==> src/rtl/serial_adder_pkg.sv <==
// Shared definitions for the bit-serial adder: FSM state encoding and the
// bit-counter width helper.
package serial_adder_pkg;

    typedef enum logic [1:0] {
        S_IDLE  = 2'd0,
        S_SHIFT = 2'd1,
        S_DONE  = 2'd2
    } state_t;

    // Counter must hold WIDTH-1 without wrapping, including WIDTH=1.
    function automatic int cnt_width(input int width);
        return (width < 1) ? 1 : (($clog2(width + 1) < 1) ? 1 : $clog2(width + 1));
    endfunction

endpackage

==> src/rtl/serial_adder_full_adder.sv <==
// Single combinational full-adder cell; the only arithmetic in the serial adder.
module full_adder (
    output logic s,
    output logic c,
    input  logic x,
    input  logic y,
    input  logic ci
);

    assign s = x ^ y ^ ci;
    assign c = (x & y) | (ci & (x ^ y));

endmodule

==> src/rtl/serial_adder.sv <==
// Bit-serial WIDTH-bit adder: one full-adder step per clock, LSB first,
// with a start/busy/done handshake and result registers held between runs.
module serial_adder
    import serial_adder_pkg::*;
#(
    parameter int WIDTH = 4
) (
    input  logic             clk,
    input  logic             rst,
    input  logic             start,
    input  logic [WIDTH-1:0] a,
    input  logic [WIDTH-1:0] b,
    input  logic             cin,
    output logic             busy,
    output logic             done,
    output logic [WIDTH-1:0] sum,
    output logic             cout
);

    localparam int            CW   = cnt_width(WIDTH);
    localparam logic [CW-1:0] LAST = CW'(WIDTH - 1);

    state_t           r_state;
    logic [WIDTH-1:0] r_opa;
    logic [WIDTH-1:0] r_opb;
    logic [WIDTH-1:0] r_acc;
    logic [WIDTH-1:0] r_sum;
    logic [CW-1:0]    r_cnt;
    logic             r_carry;
    logic             r_busy;
    logic             r_done;
    logic             r_cout;

    logic             w_s;
    logic             w_c;
    logic [WIDTH:0]   w_acc_cat;

    full_adder u_fa (
        .s  (w_s),
        .c  (w_c),
        .x  (r_opa[0]),
        .y  (r_opb[0]),
        .ci (r_carry)
    );

    // New sum bit enters at the MSB; slicing the concatenation keeps WIDTH=1 legal.
    assign w_acc_cat = {w_s, r_acc};

    always_ff @(posedge clk or posedge rst) begin
        if (rst) begin
            r_state <= S_IDLE;
            r_opa   <= '0;
            r_opb   <= '0;
            r_acc   <= '0;
            r_sum   <= '0;
            r_cnt   <= '0;
            r_carry <= 1'b0;
            r_busy  <= 1'b0;
            r_done  <= 1'b0;
            r_cout  <= 1'b0;
        end else begin
            case (r_state)
                S_IDLE: begin
                    r_done <= 1'b0;
                    if (start) begin
                        r_opa   <= a;
                        r_opb   <= b;
                        r_carry <= cin;
                        r_cnt   <= '0;
                        r_busy  <= 1'b1;
                        r_state <= S_SHIFT;
                    end
                end
                S_SHIFT: begin
                    r_acc   <= w_acc_cat[WIDTH:1];
                    r_opa   <= r_opa >> 1;
                    r_opb   <= r_opb >> 1;
                    r_carry <= w_c;
                    r_cnt   <= r_cnt + CW'(1);
                    // Results are registered together with entry to DONE so done and sum align.
                    if (r_cnt == LAST) begin
                        r_sum   <= w_acc_cat[WIDTH:1];
                        r_cout  <= w_c;
                        r_busy  <= 1'b0;
                        r_done  <= 1'b1;
                        r_state <= S_DONE;
                    end
                end
                S_DONE: begin
                    r_done <= 1'b0;
                    if (start) begin
                        r_opa   <= a;
                        r_opb   <= b;
                        r_carry <= cin;
                        r_cnt   <= '0;
                        r_busy  <= 1'b1;
                        r_state <= S_SHIFT;
                    end else begin
                        r_state <= S_IDLE;
                    end
                end
                default: begin
                    r_busy  <= 1'b0;
                    r_done  <= 1'b0;
                    r_state <= S_IDLE;
                end
            endcase
        end
    end

    assign busy = r_busy;
    assign done = r_done;
    assign sum  = r_sum;
    assign cout = r_cout;

endmodule
==> config.mk <==
export PLATFORM = sky130hd
export DESIGN_NAME = serial_adder
export DESIGN_NICKNAME = d
export VERILOG_FILES = /design/src/rtl/serial_adder_pkg.sv /design/src/rtl/serial_adder_full_adder.sv /design/src/rtl/serial_adder.sv
export SDC_FILE = /design/constraint.sdc
export NUM_CORES = 1
export LEC_CHECK = 0
export ABC_AREA = 1
export CAP_MARGIN = 20
export CORE_ASPECT_RATIO = 1.5
export CORE_UTILIZATION = 55
export DETAILED_ROUTE_END_ITERATION = 10
export GPL_ROUTABILITY_DRIVEN = 1
export GPL_TIMING_DRIVEN = 0
export PLACE_DENSITY_LB_ADDON = 0.25
export SLEW_MARGIN = 5
export SYNTH_ARGS = -nofsm -noshare
export SYNTH_HDL_FRONTEND = slang
export SYNTH_SLANG_ARGS = --single-unit
==> constraint.sdc <==
create_clock -name clk -period 3.3 [get_ports clk]
set_clock_uncertainty 0.1 [all_clocks]
set_input_delay 0.66 -clock clk [delete_from_list [all_inputs] [get_ports clk]]
set_output_delay 0.66 -clock clk [all_outputs]
set_load 0.02 [all_outputs]
# Yosys cells after proc, flatten, opt, wreduce, memory -nomap -nowiden
# Index checks and enable logic that the tools add are counted.
dict set report word_totals {
  reg_bits 25
  input_bits 12
  out_inout_bits 7
  wordCells 46
}
dict set report op_classes {
  n_addsub 1
  n_eq_ne 6
  muxes 17
  bitwise 5
  reduce_logical 7
}
# operator count
set ops {}
lappend ops {{4-bit case mux with 2 select lines} 2}
lappend ops {{4-bit 2-to-1 mux} 2}
lappend ops {{2-bit AND reduction} 4}
lappend ops {{1-bit 2-to-1 mux} 6}
lappend ops {{2-bit case mux with 3 select lines} 1}
lappend ops {{3-bit case mux with 2 select lines} 1}
lappend ops {{2-bit 2-to-1 mux} 2}
lappend ops {{2-bit inequality test, second input constant} 2}
lappend ops {{1-bit case mux with 2 select lines} 2}
lappend ops {{3-bit by 1-bit adder with 3-bit output, second input constant} 1}
lappend ops {{3-bit by 2-bit == test with 1-bit output, second input constant} 1}
lappend ops {{3-bit 2-to-1 mux} 1}
lappend ops {{1-bit bitwise AND} 2}
lappend ops {{2-bit by 1-bit == test with 1-bit output, second input constant} 1}
lappend ops {{2-bit == test, second input constant} 1}
lappend ops {{2-bit zero test} 1}
lappend ops {{2-bit by 1-bit inequality test with 1-bit output, second input constant} 1}
lappend ops {{2-bit nonzero test} 1}
lappend ops {{2-bit OR reduction} 1}
lappend ops {{1-bit XOR} 2}
lappend ops {{1-bit OR} 1}

# Depth between registers and ports, before layout
# Gate-level depths: netlist of the first run.
dict set report logic_depth {
  ltp_word 4
  ltp_mapped 6
  ltp_nobuf 5
}

# By module
# Synthesis of the first run repeated with hierarchy kept, for this count alone.
dict set report unflattened {
  hier_cells 133
  hier_area_um2 1111.1
}
# mod instances cells_each area_each_um2 seq_area_each_um2
set modules_own_cells {}
lappend modules_own_cells {serial_adder 1 132 1091.0 600.6}
lappend modules_own_cells {full_adder 1 1 20.0 0.0}

# Worst setup path after synthesis of the first run
# No wires, ideal clock.
dict set report synth_timing {
  path_type {register to register}
  from {reg r_cnt[0]}
  to {reg r_cout, in the netlist cout}
  setup_ns 0.065
  arrival_time_ns 1.148
  t_required_ns 3.135
  path_slack_ns 1.987
  stages_incl_launch_ff 7
  path_buffers 1
  period_less_slack_ns 1.313
  cell_sequence {dfrtp_1 ha_1 ha_1 buf_2 nand3_1 nand2_1 nand2_1}
}
dict set report synth_between {
  elab_chain_cells 2
}
# item line
set synth_lines {}
lappend synth_lines {{start, declared} serial_adder.sv:28} ;# logic [CW-1:0] r_cnt;
lappend synth_lines {{start signal, assigned} serial_adder.sv:79} ;# r_cnt <= r_cnt + CW'(1);
lappend synth_lines {{3-bit by 2-bit == test with 1-bit output} serial_adder.sv:81} ;# if (r_cnt == LAST) begin
lappend synth_lines {{2-bit AND reduction (no source line)} n/a}
lappend synth_lines {{end signal, assigned} serial_adder.sv:83} ;# r_cout <= w_c;
lappend synth_lines {{end, declared} serial_adder.sv:32} ;# logic r_cout;
# Every way passes these cells.
# A chain may end at the register's enable or synchronous reset.

# Final worst setup path of the first run
dict set report layout_timing {
  from {reg r_sum[1], in the netlist sum[1]}
  to {out sum[1]}
}
# item line
set layout_rtl {}
lappend layout_rtl {{start, declared} serial_adder.sv:27} ;# logic [WIDTH-1:0] r_sum;
lappend layout_rtl {{start signal, assigned} serial_adder.sv:82} ;# r_sum <= w_acc_cat[WIDTH:1];
lappend layout_rtl {{end, declared} serial_adder.sv:16} ;# output logic [WIDTH-1:0] sum,
# No word-level cell between the ends.

==> reports/metrics.yaml, run 1 <==
hold_viol_final: 0
numCtsBuffers: 3
status: "completed"
avgSynthCellArea_um2: 8.35
syn-instance-count: 133
place_hpwl_um: 1430
power_density_nw_per_um2: 990
end_kind: "output pin"
synth_commonest_cells: "62 x nand2_1, 24 x dfrtp_1, 18 x nand3_1"
grt_overflow: 0
die_area_um2: 2210
setup_viol: 0
tritoncts: "yes"
hold_slack_ns: 0.398
synth_area_leaders: "dfrtp_1 54%, nand2_1 21%, nand3_1 8.1%, inv_1 3.0%, ha_1 2.3%"
tightestPinTransition_ns: 0.906
synth_area_leader_cell: "dfrtp_1"
cp.required_ns: 2.54
firstDrtPassIters: 4
cts.repair.resized: 0
syn-num-nets: 148
die_y_um: 57.0
antenna_left: 0
synth_top_cell_area_share: 0.541
hold_class: "flip-flop to flip-flop"
routed_wl_um: 2030
area_growth_syn_to_layout_pct: 23.3
fp.dieW_um: 38.7
fin_util: 0.739
vias_per_cell: 5.04
fin_crit_sh: 0.627
maxCapViolations: 0
total_power_w: 0.00136
io_buffer_count: 18
wl_per_cell_um: 11.6
tns_ns: 0
ios: 19
grt_pass1_wl_um: 3550
critPathLaunchType: "flip-flop"
crit_type: "flip-flop to output pin"
grt.total_usage: 0.229
maxSlewHeadroom: 0.395
finalCriticalPeriod_ns: 2.07
async_reset_ff_frac: 1.00
cpMaxStageDelayCell: "clkdlybuf4s50_1"
grt_max_degree: 25
path_cells: "clkdlybuf4s50_1"
yosysSeqAreaShare: 0.541
syn_area_um2: 1110
synthDistinctLibCells: 15
crit_path_max_incr_delay_ns: 0.60
cts_root_buf: "clkbuf_4"
cts_hold_buf: 0
synth-edff-count: 0
vdd_drop_max_uv: 565
cts.sinks: 24
critical-path-top-delay-family: "buffers and inverters"
arrival_ns: 1.31
drive_gt1_frac: 0.0968
p_leak_nw: 0.758
yosys.cell_count.top_type: "nand2_1"
max_freq_mhz: 483
antenna_found_initial: 0
nNetsFinal: 171
ys.flop_type: "dfrtp_1"
max-clock-path-buffers: 2
drt_iter0_drc: 34
path_max_fanout: 2
synth_seq_cells: 24
rsz0062_at_grt: "no"
clk_latency_ns: 0.33
antenna_cells: 0
clk_pin_slew_ns: 0.14
drc: 0
vias: 887
ys_warn_count: 0
initial_core_util: 0.599
slew_violations: 0
grt_pass1_vias: 841
crit_buf_inv: 1
core_um2: 1850
htreeDepth: 1
gp_congestion: 0.813
rows: 19
post_cts_buffers: 0
[tightest hold or removal path, cell delays in order (launching register included)]
cell     delay, ns
dfrtp_1       0.37
nand2_1       0.06
nand2_1       0.05
[layer usage]
layer / global-route usage / vias to the layer above / share of wire
met1: 0.285 / 406 / 0.44
met4: 0.118 / 0 / 0.025
met5: 0 / - / 0
met2: 0.371 / 22 / 0.50
met3: 0.0350 / 5 / 0.027
li1: - / 454 / -
[registers in the layout (all words and copies together) (netlist names), 2 cells and up]
register	count
r_opb	4
r_acc	3
r_state	2
sum	4
r_cnt	3
r_opa	4
[through the flow]
| step | cells | instance area [um^2] | setup slack, ns |
|---|---|---|---|
| floorplan | 133 | 1110 | 1.99 |
| global placement | 172 | 1320 | 1.43 |
| detailed placement | 172 | 1320 | 1.40 |
| CTS | 176 | 1370 | 1.22 |
| global route | 176 | 1370 | 1.18 |
| finish | 176 | 1370 | 1.23 |
[cell usage in the layout (no fill, tap or decap)]
cell and n:
nand2_1 62, inv_2 2, fa_1 1, nand2_4 2, o21ai_0 4, clkdlybuf4s50_1 18, nor2_2 1, dfrtp_1 24
inv_1 9, buf_6 1, buf_2 1, clkbuf_4 3, buf_4 3, ha_1 2, nor2_1 2, bufinv_16 1
nand2_2 1, nand3_1 18
[cell families after synthesis]
family                     Yosys count  synth area share
AOI/OAI and AO/OA                    4            0.0180
adders and majority gates            3            0.0405
buffers and inverters               16            0.0721
DFF                                 24             0.541
and+or+nand+nor                     86             0.329
[worst paths after layout]
path                                 startpoint  slack (ns)              endpoint  cells after the start
max in group asynchronous                   rst        1.83  r_opb[2]$_DFFE_PP0P_                      2
min                          sum[0]$_DFFE_PP0P_        0.40    sum[0]$_DFFE_PP0P_                      2
min in group asynchronous                   rst        0.71    sum[0]$_DFFE_PP0P_                      2
min reg2reg                  sum[0]$_DFFE_PP0P_        0.40    sum[0]$_DFFE_PP0P_                      2
max reg2reg                r_cnt[0]$_DFFE_PP0P_        1.80    sum[2]$_DFFE_PP0P_                      6
max                          sum[1]$_DFFE_PP0P_        1.23                sum[1]                      1
[power breakdown]
group	leakage, nW	switching (W)	total, W	internal [W]
sequential	0.304	0.0000749	0.000500	0.000425
clock	0.0279	0.0000920	0.000215	0.000123
combinational	0.426	0.000378	0.000642	0.000264
total	0.758	0.000545	0.00136	0.000812
[final cells by class]
cell class / count / area [um^2]
buffer: 5 / 38.8
clock buffer: 3 / 22.5
clock inverter: 1 / 30.0
fill: 143 / 484
inverter: 11 / 41.3
multi-input combinational: 93 / 430
sequential: 24 / 601
tap: 21 / 26.3
timing repair buffer: 18 / 180
(Power assumes the default switching activity.)
==> inputs of run 2 (changes only) <==
--- a/config.mk
+++ b/config.mk
@@ -8,7 +8,7 @@
 export ABC_AREA = 1
 export CAP_MARGIN = 20
 export CORE_ASPECT_RATIO = 1.5
-export CORE_UTILIZATION = 55
+export CORE_UTILIZATION = 46
 export DETAILED_ROUTE_END_ITERATION = 10
 export GPL_ROUTABILITY_DRIVEN = 1
 export GPL_TIMING_DRIVEN = 0
==> constraint.sdc (replaced) <==
create_clock -name clk -period 1.8 [get_ports clk]
set_clock_uncertainty 0.1 [all_clocks]
set_input_delay 0.36 -clock clk [delete_from_list [all_inputs] [get_ports clk]]
set_output_delay 0.36 -clock clk [all_outputs]
set_load 0.02 [all_outputs]
==> reports/metrics.yaml, run 2 (synthesis gave the netlist of run 1 again) <==
r2r_setup_slack_ns: 0.34  # -1.46 ns
arrival_ns: 1.29  # -0.02 ns
vias_per_cell: 5.03  # -0.23%
drc: 0  # unchanged
drt_iter0_drc: 19  # -44%
htreeDepth: 1  # unchanged
critical-path-top-delay-family: "buffers and inverters"
nNetsFinal: 171  # unchanged
core_um2: 2260  # +22%
numCtsBuffers: 3  # unchanged
grt.total_usage: 0.175  # -0.0537
setup_viol: 0  # unchanged
clk_pin_slew_ns: 0.13  # about the same
die_y_um: 62.2  # +9.0%
path_max_fanout: 2  # unchanged
post_cts_buffers: 0  # unchanged
antenna_found_initial: 0  # unchanged
cts.sinks: 24  # unchanged
wl_per_cell_um: 11.3  # -2.6%
multi_input_area_um2: 430  # unchanged
gp_congestion: 0.745  # -8.4%
cp.required_ns: 1.34  # -1.20 ns
worstReg2RegEnd: "sum[0]$_DFFE_PP0P_"
maxSlewHeadroom: 0.407  # +0.0116
grt_overflow: 0  # unchanged
hold_class: "flip-flop to flip-flop"
vias: 895  # +0.90%
crit_cells: 1  # unchanged
finalCriticalPeriod_ns: 1.75
total_power_w: 0.00236  # +74%
tightestPinTransition_ns: 0.889  # -0.0174 ns
status: "completed"
grt_pass1_wl_um: 3590  # +1.2%
r2r_cells: 6  # unchanged
routed_wl_um: 2000  # -1.5%
hold_viol_final: 0  # unchanged
clk_latency_ns: 0.32  # about the same
crit_buf_inv: 1  # unchanged
max_freq_mhz: 572
maxCapViolations: 0  # unchanged
cpMaxStageDelayCell: "clkdlybuf4s50_1"
io_buffer_count: 18  # unchanged
tritoncts: "yes"
place_hpwl_um: 1410  # -1.4%
dpl.cell_count: 174  # +1.2%
setup_slack_ns: 0.0522  # -1.18 ns
ios: 19  # unchanged
pre_cts_ws_ns: 0.191  # -1.21 ns
crit_type: "flip-flop to output pin"
tns_ns: 0  # unchanged
cts.repair.resized: 0  # unchanged
fin_cells: 178  # +1.1%
crit_end: "busy"
r2r_start: "r_cnt[0]$_DFFE_PP0P_"
power_density_nw_per_um2: 1740  # +75%
die_area_um2: 2620  # +19%
register_area_um2: 601  # unchanged
rows: 21  # +2
area_growth_syn_to_layout_pct: 22.3
cts_hold_buf: 0  # unchanged
vdd_drop_max_uv: 853  # +51%
hp-start: "sum[3]$_DFFE_PP0P_"
path_cells: "clkdlybuf4s50_1"
end_kind: "output pin"
antenna_cells: 0  # unchanged
fill_cells: 203  # +42%
critPathLaunchType: "flip-flop"
final_common_cell: "nand2_1"
grt_pass1_vias: 832  # -1.1%
max-clock-path-buffers: 2  # unchanged
p_leak_nw: 0.764  # +0.84%
firstDrtPassIters: 4  # unchanged
fin_crit_sh: 0.971
final_cell_mix: "62 x nand2_1, 24 x dfrtp_1, 18 x nand3_1"
antenna_left: 0  # unchanged
cts_root_buf: "clkbuf_4"
slew_violations: 0  # unchanged
crit_path_max_incr_delay_ns: 0.61  # about the same
fp.dieW_um: 42.1  # +8.9%
initial_core_util: 0.492  # -0.107
drive_gt1_frac: 0.0968  # unchanged
grt_max_degree: 25  # unchanged
hold_slack_ns: 0.389  # -0.00878 ns
rsz0062_at_grt: "no"
cp-startpoint: "busy$_DFFE_PP0P_"
-- run 2: how the worst min path moves through the flow --
| stage | endpoint | depth (start not counted) |
|---|---|---|
| finish | sum[3]$_DFFE_PP0P_ | 2 |
| global placement | sum[1]$_DFFE_PP0P_ | 2 |
| global route | sum[2]$_DFFE_PP0P_ | 2 |
| floorplan | busy$_DFFE_PP0P_ | 1 |
| CTS | sum[1]$_DFFE_PP0P_ | 2 |
| detailed placement | sum[1]$_DFFE_PP0P_ | 2 |
-- run 2: cell type report --
class                      instances  area share
buffer                             5      0.0285
clock buffer                       4      0.0267
inverter                          11      0.0304
multi-input combinational         93       0.317
sequential                        24       0.442
tap                               23      0.0212
timing repair buffer              18       0.134
-- run 2: worst register-to-register path, cell delays in order (launching register included) --
cell	delay, ns
dfrtp_1	0.42
ha_1	0.20
ha_1	0.17
buf_2	0.17
nand3_1	0.21
nand2_1	0.08
nand2_1	0.07
-- run 2: power breakdown --
part | total [W] | internal (W) | leakage (nW) | switching [W]
Combinational | 0.00116 | 0.000475 | 0.439 | 0.000686
Clock | 0.000287 | 0.000124 | 0.0210 | 0.000163
Sequential | 0.000911 | 0.000780 | 0.304 | 0.000131
-- run 2: stage by stage --
stage / instance area [um^2] / util
finish: 1360 / 0.601
global route: 1360 / 0.601
CTS: 1360 / 0.600
detailed placement: 1320 / 0.584
global placement: 1320 / 0.584
floorplan: 1110 / -
-- run 2: metal layers --
metal / vias to the layer above / part of all wire / global-route usage
met4: 0 / 0.023 / 0.0820
met2: 17 / 0.50 / 0.289
li1: 455 / - / -
met5: - / 0 / 0
met1: 418 / 0.45 / 0.229
met3: 5 / 0.023 / 0.0174
